--- config.mk ---
export PLATFORM = sky130hd
export DESIGN_NAME = mac_rx_stream_out
export DESIGN_NICKNAME = d
export VERILOG_FILES = /design/src/rtl/mac_rx_stream_out_pkg.sv /design/src/rtl/mac_rx_skid_buf.sv /design/src/rtl/mac_rx_stream_out.sv
export SDC_FILE = /design/constraint.sdc
export NUM_CORES = 1
export LEC_CHECK = 0
export ABC_AREA = 0
export CORE_ASPECT_RATIO = 0.7
export CORE_MARGIN = 1.5
export CORE_UTILIZATION = 50
export CTS_CLUSTER_SIZE = 30
export DETAILED_ROUTE_END_ITERATION = 7
export HOLD_SLACK_MARGIN = 0.02
export PLACE_DENSITY = 0.77
export SETUP_SLACK_MARGIN = 0.15
export SLEW_MARGIN = 20
export SYNTH_ARGS = -nofsm -noshare
export SYNTH_HDL_FRONTEND = slang
export SYNTH_SLANG_ARGS = --single-unit
--- constraint.sdc ---
create_clock -name clk -period 4.45 [get_ports clk]
set_input_delay 1.1125 -clock clk [delete_from_list [all_inputs] [get_ports clk]]
set_output_delay 1.1125 -clock clk [all_outputs]
set_load 0.02 [all_outputs]
--- src/rtl/mac_rx_stream_out_pkg.sv ---
// Shared definitions for the MAC receive stream drain stage:
// frame-length width, default length limit, FSM encodings and the buffer beat.
package mac_rx_stream_out_pkg;

    localparam int LEN_W       = 11;
    localparam int MAX_LEN_DEF = 1500;

    localparam logic [2:0] ST_IDLE     = 3'd0;
    localparam logic [2:0] ST_CHECK    = 3'd1;
    localparam logic [2:0] ST_READ     = 3'd2;
    localparam logic [2:0] ST_DRAIN    = 3'd3;
    localparam logic [2:0] ST_ACK      = 3'd4;
    localparam logic [2:0] ST_WAIT_CLR = 3'd5;
    localparam logic [2:0] ST_DROP     = 3'd6;

    typedef struct packed {
        logic       last;
        logic [7:0] data;
    } beat_t;

    function automatic logic len_ok(
        input logic [LEN_W-1:0] len,
        input logic [LEN_W-1:0] max_len
    );
        return (len != '0) && (len <= max_len);
    endfunction

endpackage

--- src/rtl/mac_rx_skid_buf.sv ---
// Two-entry {last,data} FIFO between the MAC read port and the byte stream.
// The head entry stays put until it is handshaken, so the output is stall-stable.
module mac_rx_skid_buf
    import mac_rx_stream_out_pkg::*;
(
    input  logic       clk,
    input  logic       rst,
    input  logic       push,
    input  logic [8:0] wdata,
    output logic [1:0] occ,
    output logic       valid,
    input  logic       ready,
    output logic [8:0] rdata
);

    beat_t      mem [2];
    logic       wp;
    logic       rp;
    logic [1:0] count;
    logic       pop;

    assign pop   = valid & ready;
    assign valid = (count != 2'd0);
    assign occ   = count;
    assign rdata = mem[rp];

    always_ff @(posedge clk or negedge rst) begin
        if (!rst) begin
            mem[0] <= '0;
            mem[1] <= '0;
            wp     <= 1'b0;
            rp     <= 1'b0;
            count  <= 2'd0;
        end else begin
            if (push) begin
                mem[wp] <= beat_t'(wdata);
                wp      <= ~wp;
            end
            if (pop) rp <= ~rp;
            case ({push, pop})
                2'b10:   count <= count + 2'd1;
                2'b01:   count <= count - 2'd1;
                default: count <= count;
            endcase
        end
    end

endmodule

--- src/rtl/mac_rx_stream_out.sv ---
// Drains completed frames from the receive MAC buffer into a valid/ready byte
// stream, acks the MAC once the frame has fully left, and drops illegal lengths.
module mac_rx_stream_out
    import mac_rx_stream_out_pkg::*;
#(
    parameter int MAX_LEN = MAX_LEN_DEF,
    parameter int CNT_W   = 16
) (
    input  logic             clk,
    input  logic             rst,
    input  logic             frame_received,
    input  logic [10:0]      rx_payload_len,
    input  logic [7:0]       mac_rx_data_out,
    output logic             read_en,
    output logic             frame_received_ack,
    output logic [7:0]       m_data,
    output logic             m_valid,
    output logic             m_last,
    input  logic             m_ready,
    output logic [10:0]      m_len,
    output logic [CNT_W-1:0] frame_count,
    output logic [CNT_W-1:0] drop_count
);

    localparam logic [LEN_W-1:0] MAX_L = LEN_W'(MAX_LEN);

    logic [2:0]       state;
    logic [LEN_W-1:0] rd_idx;
    logic             infl;
    logic             infl_last;
    logic [1:0]       occ;
    logic             pop;
    logic [2:0]       used;
    logic             credit;
    logic             is_last_rd;
    logic             drained;
    logic [8:0]       head;

    mac_rx_skid_buf u_buf (
        .clk   (clk),
        .rst   (rst),
        .push  (infl),
        .wdata ({infl_last, mac_rx_data_out}),
        .occ   (occ),
        .valid (m_valid),
        .ready (m_ready),
        .rdata (head)
    );

    assign m_data = head[7:0];
    assign m_last = head[8];
    assign pop    = m_valid & m_ready;

    // A byte leaving this cycle frees its slot, which keeps 1 byte/clk flowing.
    assign used   = {1'b0, occ} + {2'b0, infl};
    assign credit = (used < 3'd2) || ((used == 3'd2) && pop);

    assign is_last_rd = (rd_idx == m_len - 11'd1);
    assign read_en    = (state == ST_READ) && (rd_idx < m_len) && credit;

    // Buffer is empty after this edge: lets the ack follow the last beat by 1 clk.
    assign drained = !infl && ((occ == 2'd0) || ((occ == 2'd1) && pop));

    assign frame_received_ack = (state == ST_ACK) || (state == ST_DROP);

    always_ff @(posedge clk or negedge rst) begin
        if (!rst) begin
            state       <= ST_IDLE;
            rd_idx      <= '0;
            infl        <= 1'b0;
            infl_last   <= 1'b0;
            m_len       <= '0;
            frame_count <= '0;
            drop_count  <= '0;
        end else begin
            infl <= read_en;
            if (read_en) begin
                rd_idx    <= rd_idx + 11'd1;
                infl_last <= is_last_rd;
            end
            unique case (state)
                ST_IDLE: begin
                    if (frame_received) begin
                        m_len  <= rx_payload_len;
                        rd_idx <= '0;
                        state  <= ST_CHECK;
                    end
                end
                ST_CHECK: begin
                    state <= len_ok(m_len, MAX_L) ? ST_READ : ST_DROP;
                end
                ST_READ: begin
                    if (read_en && is_last_rd) state <= ST_DRAIN;
                end
                ST_DRAIN: begin
                    if (drained) state <= ST_ACK;
                end
                ST_ACK: begin
                    frame_count <= frame_count + CNT_W'(1);
                    state       <= ST_WAIT_CLR;
                end
                ST_DROP: begin
                    drop_count <= drop_count + CNT_W'(1);
                    state      <= ST_WAIT_CLR;
                end
                ST_WAIT_CLR: begin
                    if (!frame_received) state <= ST_IDLE;
                end
                default: state <= ST_IDLE;
            endcase
        end
    end

endmodule

# --- Yosys cells after proc, flatten, opt, wreduce, memory -nomap -nowiden ---
# Index checks and enable logic that the tools add are counted.
op_classes:
  add_sub_neg: 7
  magnitude_cmp: 6
  eq_ne: 15
  mux: 16
  n_bitwise: 5
  n_reduce_logical: 20
op_table:
  columns: ["op", "n"]
  rows:
  - ["9-bit two-way mux", 4]
  - ["11-bit two-way mux", 3]
  - ["16-bit by 1-bit adder with 16-bit output, second input constant", 2]
  - ["18-bit bitwise mux", 1]
  - ["3-bit case mux with 6 select lines", 1]
  - ["3-bit two-way mux", 5]
  - ["11-bit by 1-bit adder with 11-bit output, second input constant", 1]
  - ["11-bit equality test", 1]
  - ["11-bit less-or-equal comparator, second input constant", 1]
  - ["11-bit less-than comparator", 1]
  - ["11-bit nonzero test", 1]
  - ["11-bit by 1-bit subtractor with 11-bit output, second input constant", 1]
  - ["9-bit demux with 1-bit select", 1]
  - ["3-bit by 2-bit equality test with 1-bit output, second input constant", 3]
  - ["3-bit equality test, second input constant", 3]
  - ["1-bit logical AND", 8]
  - ["2-bit inequality test, second input constant", 3]
  - ["2-bit by 1-bit equality test with 1-bit output, second input constant", 2]
  - ["2-bit >= comparator, second input constant", 2]
  - ["1-bit inverter with 2-bit output", 2]
  - ["2-bit case mux with 2 select lines", 1]
  - ["4-bit AND reduction", 1]
  - ["2-bit nonzero test", 2]
  - ["2-bit by 1-bit adder with 3-bit output", 1]
  - ["15 further kinds", 18]
totals:
  reg_bits: 81
  inputBits: 23
  output_inout_bits: 55
  word_cells: 83

# --- Longest topological paths before layout ---
depth:
  word_depth: 8
  depth_mapped: 9
  depth_no_buf: 8

# --- Hierarchy ---
# A second synthesis with hierarchy kept.
unflattened:
  hier_cells: 403
  hier_area_um2: 4305.4
by_module_without_submodules:
  columns: ["mod", "n_inst", "cells_per_inst", "area_each_um2"]
  rows:
  - ["mac_rx_stream_out", 1, 341, 3349.5]
  - ["mac_rx_skid_buf", 1, 62, 955.9]

# --- Least setup slack after synthesis ---
# No wires, ideal clock.
synth_timing:
  path_type: "input to output"
  from: "input port m_ready"
  to: "output port read_en"
  arrival_time_ns: 1.941
  required_time_ns: 3.338
  path_slack_ns: 1.397
  path_stages: 5
  n_path_buf: 0
  cell_sequence: "nor2b_1 > a31o_1 > and3_4 > nand2_2 > inv_1"
synth_via:
  elab_chain_cells: 4
synth_lines:
  columns: ["element", "line", "text"]
  rows:
  - ["start: declaration", "mac_rx_stream_out.sv:19", "input logic m_ready,"]
  - ["1-bit AND", "mac_rx_stream_out.sv:52", "assign pop = m_valid & m_ready;"]
  - ["1-bit logical AND", "mac_rx_stream_out.sv:56", "assign credit = (used < 3'd2) || ((used == 3'd2) && pop);"]
  - ["1-bit logical OR", "mac_rx_stream_out.sv:56", null]
  - ["1-bit logical AND", "mac_rx_stream_out.sv:59", "assign read_en = (state == ST_READ) && (rd_idx < m_len) && credit;"]
  - ["end: declaration", "mac_rx_stream_out.sv:14", "output logic read_en,"]
# Every way passes these cells.

# --- Final worst setup path ---
layout_timing:
  from: "input port m_ready"
  to: "output port read_en"
layout_via:
  elab_chain_cells: 4
layout_lines:
  columns: ["element", "line", "text"]
  rows:
  - ["1-bit AND", "mac_rx_stream_out.sv:52", null]
  - ["via pop", "mac_rx_stream_out.sv:32", "logic pop;"]
  - ["1-bit logical AND", "mac_rx_stream_out.sv:56", null]
  - ["1-bit logical OR", "mac_rx_stream_out.sv:56", null]
  - ["1-bit logical AND", "mac_rx_stream_out.sv:59", null]
# The timed path passes the listed nets, and every way through them passes these cells.

==> impl_metrics.toml <==
[status]
status = "finished, final reports clean"

[detailed_routing]
drt_drc_violations_left = 0
vias = 3287
vias_per_cell = 5.54
dr.pass1.iters = 4
routed_wl_mm = 9.59
ant_nets = 0
wl_per_cell_um = 16.2
drtIter0Drc = 244

[clock_tree]
h-tree-depth = 3
numCtsBuffers = 9
clockBufferDepth = 2
clk_latency_ns = 0.33
cts_root_buffer = "clkbuf_16"
path_clk_slew_ns = 0.06
cts_tree = "done"
clock-sinks = 81
postCtsHoldBufs = 0

[sta]
hold_viol = 0
timing.final.crit_period_ns = 4.14
whs_ns = 0.477
fin_crit_sh = 0.931
max_freq_ghz = 0.241
worstMarginPinSlew_ns = 0.834
relSlewSlack = 0.442
tns_ns = 0
finalSetupViolCount = 0
grt_setup_unrepaired = "false"
drv_slew = 0
clock_skew_ns = 0.00796

[global_routing]
grt_pass1_vias = 3237
grt_overflow = 0
grt_start_max_net_pins = 82
antenna_found_initial = 0
grt_use_total = 0.222
grt_pass1_wl_mm = 15.8

[worst_setup_path]
cp-end-kind = "output pin"
worst_path_max_delay_cell = "clkdlybuf4s50_1"
path_common_cell = "clkdlybuf4s50_1"
cp_max_fo = 4
startpoint_type = "input port"
cp_data_arrival_time_ns = 3.03
crit_family = "buffers and inverters"
path_class = "input port to output pin"
max_stage_delay_ns = 0.61
path_cells = "clkdlybuf4s50_1, nor2b_2, a31o_1, and3_4, nand2_2, inv_1, clkdlybuf4s50_1"
cp-startpoint = "m_ready"
required_ns = 3.34
reg2reg_from = "m_len[5]"
critPathBufInv = 3

[synthesis]
synth_edf_count = 0
postSynthAreaPerCell_sq_um = 10.6
postSynthCellCount = 407
synth.area.mux_share = 0.0824
synth-compound-area-share = 0.0865
synth_warnings = 0
synthAdderAreaFrac = 0.0630
synth_top_family_by_area = "simple AND/OR/NAND/NOR gates"
synthXorXnorAreaFrac = 0.0972
synthSimpleGateAreaFrac = 0.164
netlist_area_sq_mm = 0.00433
synthArstFlopShare = 1.00
ys.flop_type = "dfrtp_1"
yosysUniqueCellTypes = 50
yosysSeqAreaShare = 0.468
ys_ff_latch = 81
syn_nets = 451

[finish]
drive_gt1_frac = 0.109
diodes = 0
final_cell_count_no_fill = 593
nets = 527
mostFrequentLayoutCells = "dfrtp_1, clkdlybuf4s50_1, xnor2_1, nand2_1, mux2_2"
layout_commonest_cell = "dfrtp_1"
syn2layout_area_growth_pct = 26.2

[pwr]
p_per_area_mw_per_mm2 = 624
pwr-share-seq = 0.355
switching_power_uw = 1300
pwr-share-clk = 0.212
pwr-share-comb = 0.433
swShare = 0.382
ir_drop_uv = 290
p_leak_uw = 0.00235
p_int_uw = 2110

[floorplan]
start_util = 0.515
die_area_sq_mm = 0.00923
num_rows = 28
pin_count = 78
core_sq_mm = 0.00841
die_h_um = 80.8
die_w_um = 114

[hold_path]
min-delay-start = "frame_count[15]"
hold_path.class = "register to register"

[placed_design]
gp_congestion = 0.855
dp_hpwl_mm = 6.74
port_buffers = 77
dp_cells = 577

[flow_run]
maxCapViolCount = 0
==> repair_timing <==
action                                  in CTS  in global routing
endpoints found under the setup margin       0                  1
setup buffers                                0                  0
gates resized for setup                      0                  1
==> routing by layer <==
layer / GRT usage / part of all wire
met1: 0.308 / 0.47
met2: 0.342 / 0.44
met3: 0.0597 / 0.065
met4: 0.0700 / 0.019
met5: 0 / 0
==> Yosys cell counts, types with 2 or more instances <==
cell type | instances | area [sq um]
nor2_1 | 15 | 56.3
and4_1 | 5 | 43.8
buf_2 | 3 | 15.0
mux2_2 | 27 | 304
dfrtp_1 | 81 | 2030
nand2_1 | 29 | 109
clkbuf_1 | 7 | 26.3
o31ai_1 | 10 | 75.1
nand4_1 | 13 | 81.3
a21oi_1 | 19 | 95.1
nand2b_1 | 5 | 31.3
or3_1 | 2 | 12.5
or4_1 | 8 | 60.1
nand3_1 | 20 | 100
xnor2_1 | 31 | 272
o21ai_0 | 6 | 30.0
nor3_1 | 5 | 25.0
xor2_1 | 17 | 149
inv_1 | 23 | 86.3
o21ai_1 | 17 | 85.1
ha_1 | 21 | 263
mux2i_1 | 3 | 30.0
nor2b_1 | 5 | 31.3
and3_1 | 5 | 31.3
and2_1 | 2 | 12.5
mux2_1 | 2 | 22.5
buf_6 | 3 | 33.8
==> final timing paths <==
kind	end	slack, ns	depth (start not counted)
worst max-delay path	read_en	0.31	7
worst min-delay path	frame_count[15]	0.48	1
worst max register to register	rd_idx[4]	1.87	7
worst min register to register	frame_count[15]	0.48	1
max in group asynchronous	rd_idx[9]	3.13	1
min in group asynchronous	u_buf.mem[5]	0.82	1
==> state kept, by name, summed over array words and instances, names as in the netlist <==
| name | cells |
|---|---|
| u_buf.mem | 18 |
| drop_count | 16 |
| frame_count | 16 |
| m_len | 11 |
| rd_idx | 11 |
| state | 3 |
| u_buf.occ | 2 |
| infl | 1 |
| infl_last | 1 |
| u_buf.rp | 1 |
| u_buf.wp | 1 |
==> area by class of cell <==
type,instances,area (sq um)
Sequential cell,81,2030
Fill cell,675,2950
Clock inverter,5,56.3
Inverter,24,90.1
Multi-Input combinational cell,289,2140
Tap cell,105,131
Clock buffer,11,233
Timing Repair Buffer,78,779
==> power by group through the flow <==
stage	clock, uW	sequential (uW)	combinational [uW]
finish	723	1210	1470
global route	772	1250	1610
CTS	737	1210	1480
detailed placement	0	1220	1460
global placement	0	1200	1420
floorplan	0	1210	929
==> per-stage QoR <==
stage | setup WS, ns | area [sq um] | util | power (uW)
2_1_floorplan | 1.40 | 4330 | - | 2140
3_3_place_gp | 0.271 | 5160 | 0.614 | 2620
3_5_place_dp | 0.240 | 5160 | 0.614 | 2680
4_1_cts | 0.225 | 5450 | 0.649 | 3420
5_1_grt | 0.161 | 5460 | 0.649 | 3630
6_report | 0.307 | 5460 | 0.649 | 3410
==> kinds of logic (layout without fill, tap and decap cells) <==
logic type / Yosys count / after routing
AND/OR/NAND/NOR: 125 / 125
AO/OA/AOI/OAI: 62 / 62
multiplexers: 32 / 32
XOR/XNOR: 48 / 48
buffers and inverters: 37 / 118
flip-flops: 81 / 81
adder cells (fa/ha/maj): 22 / 22
Power figures use the tool's default switching activity.
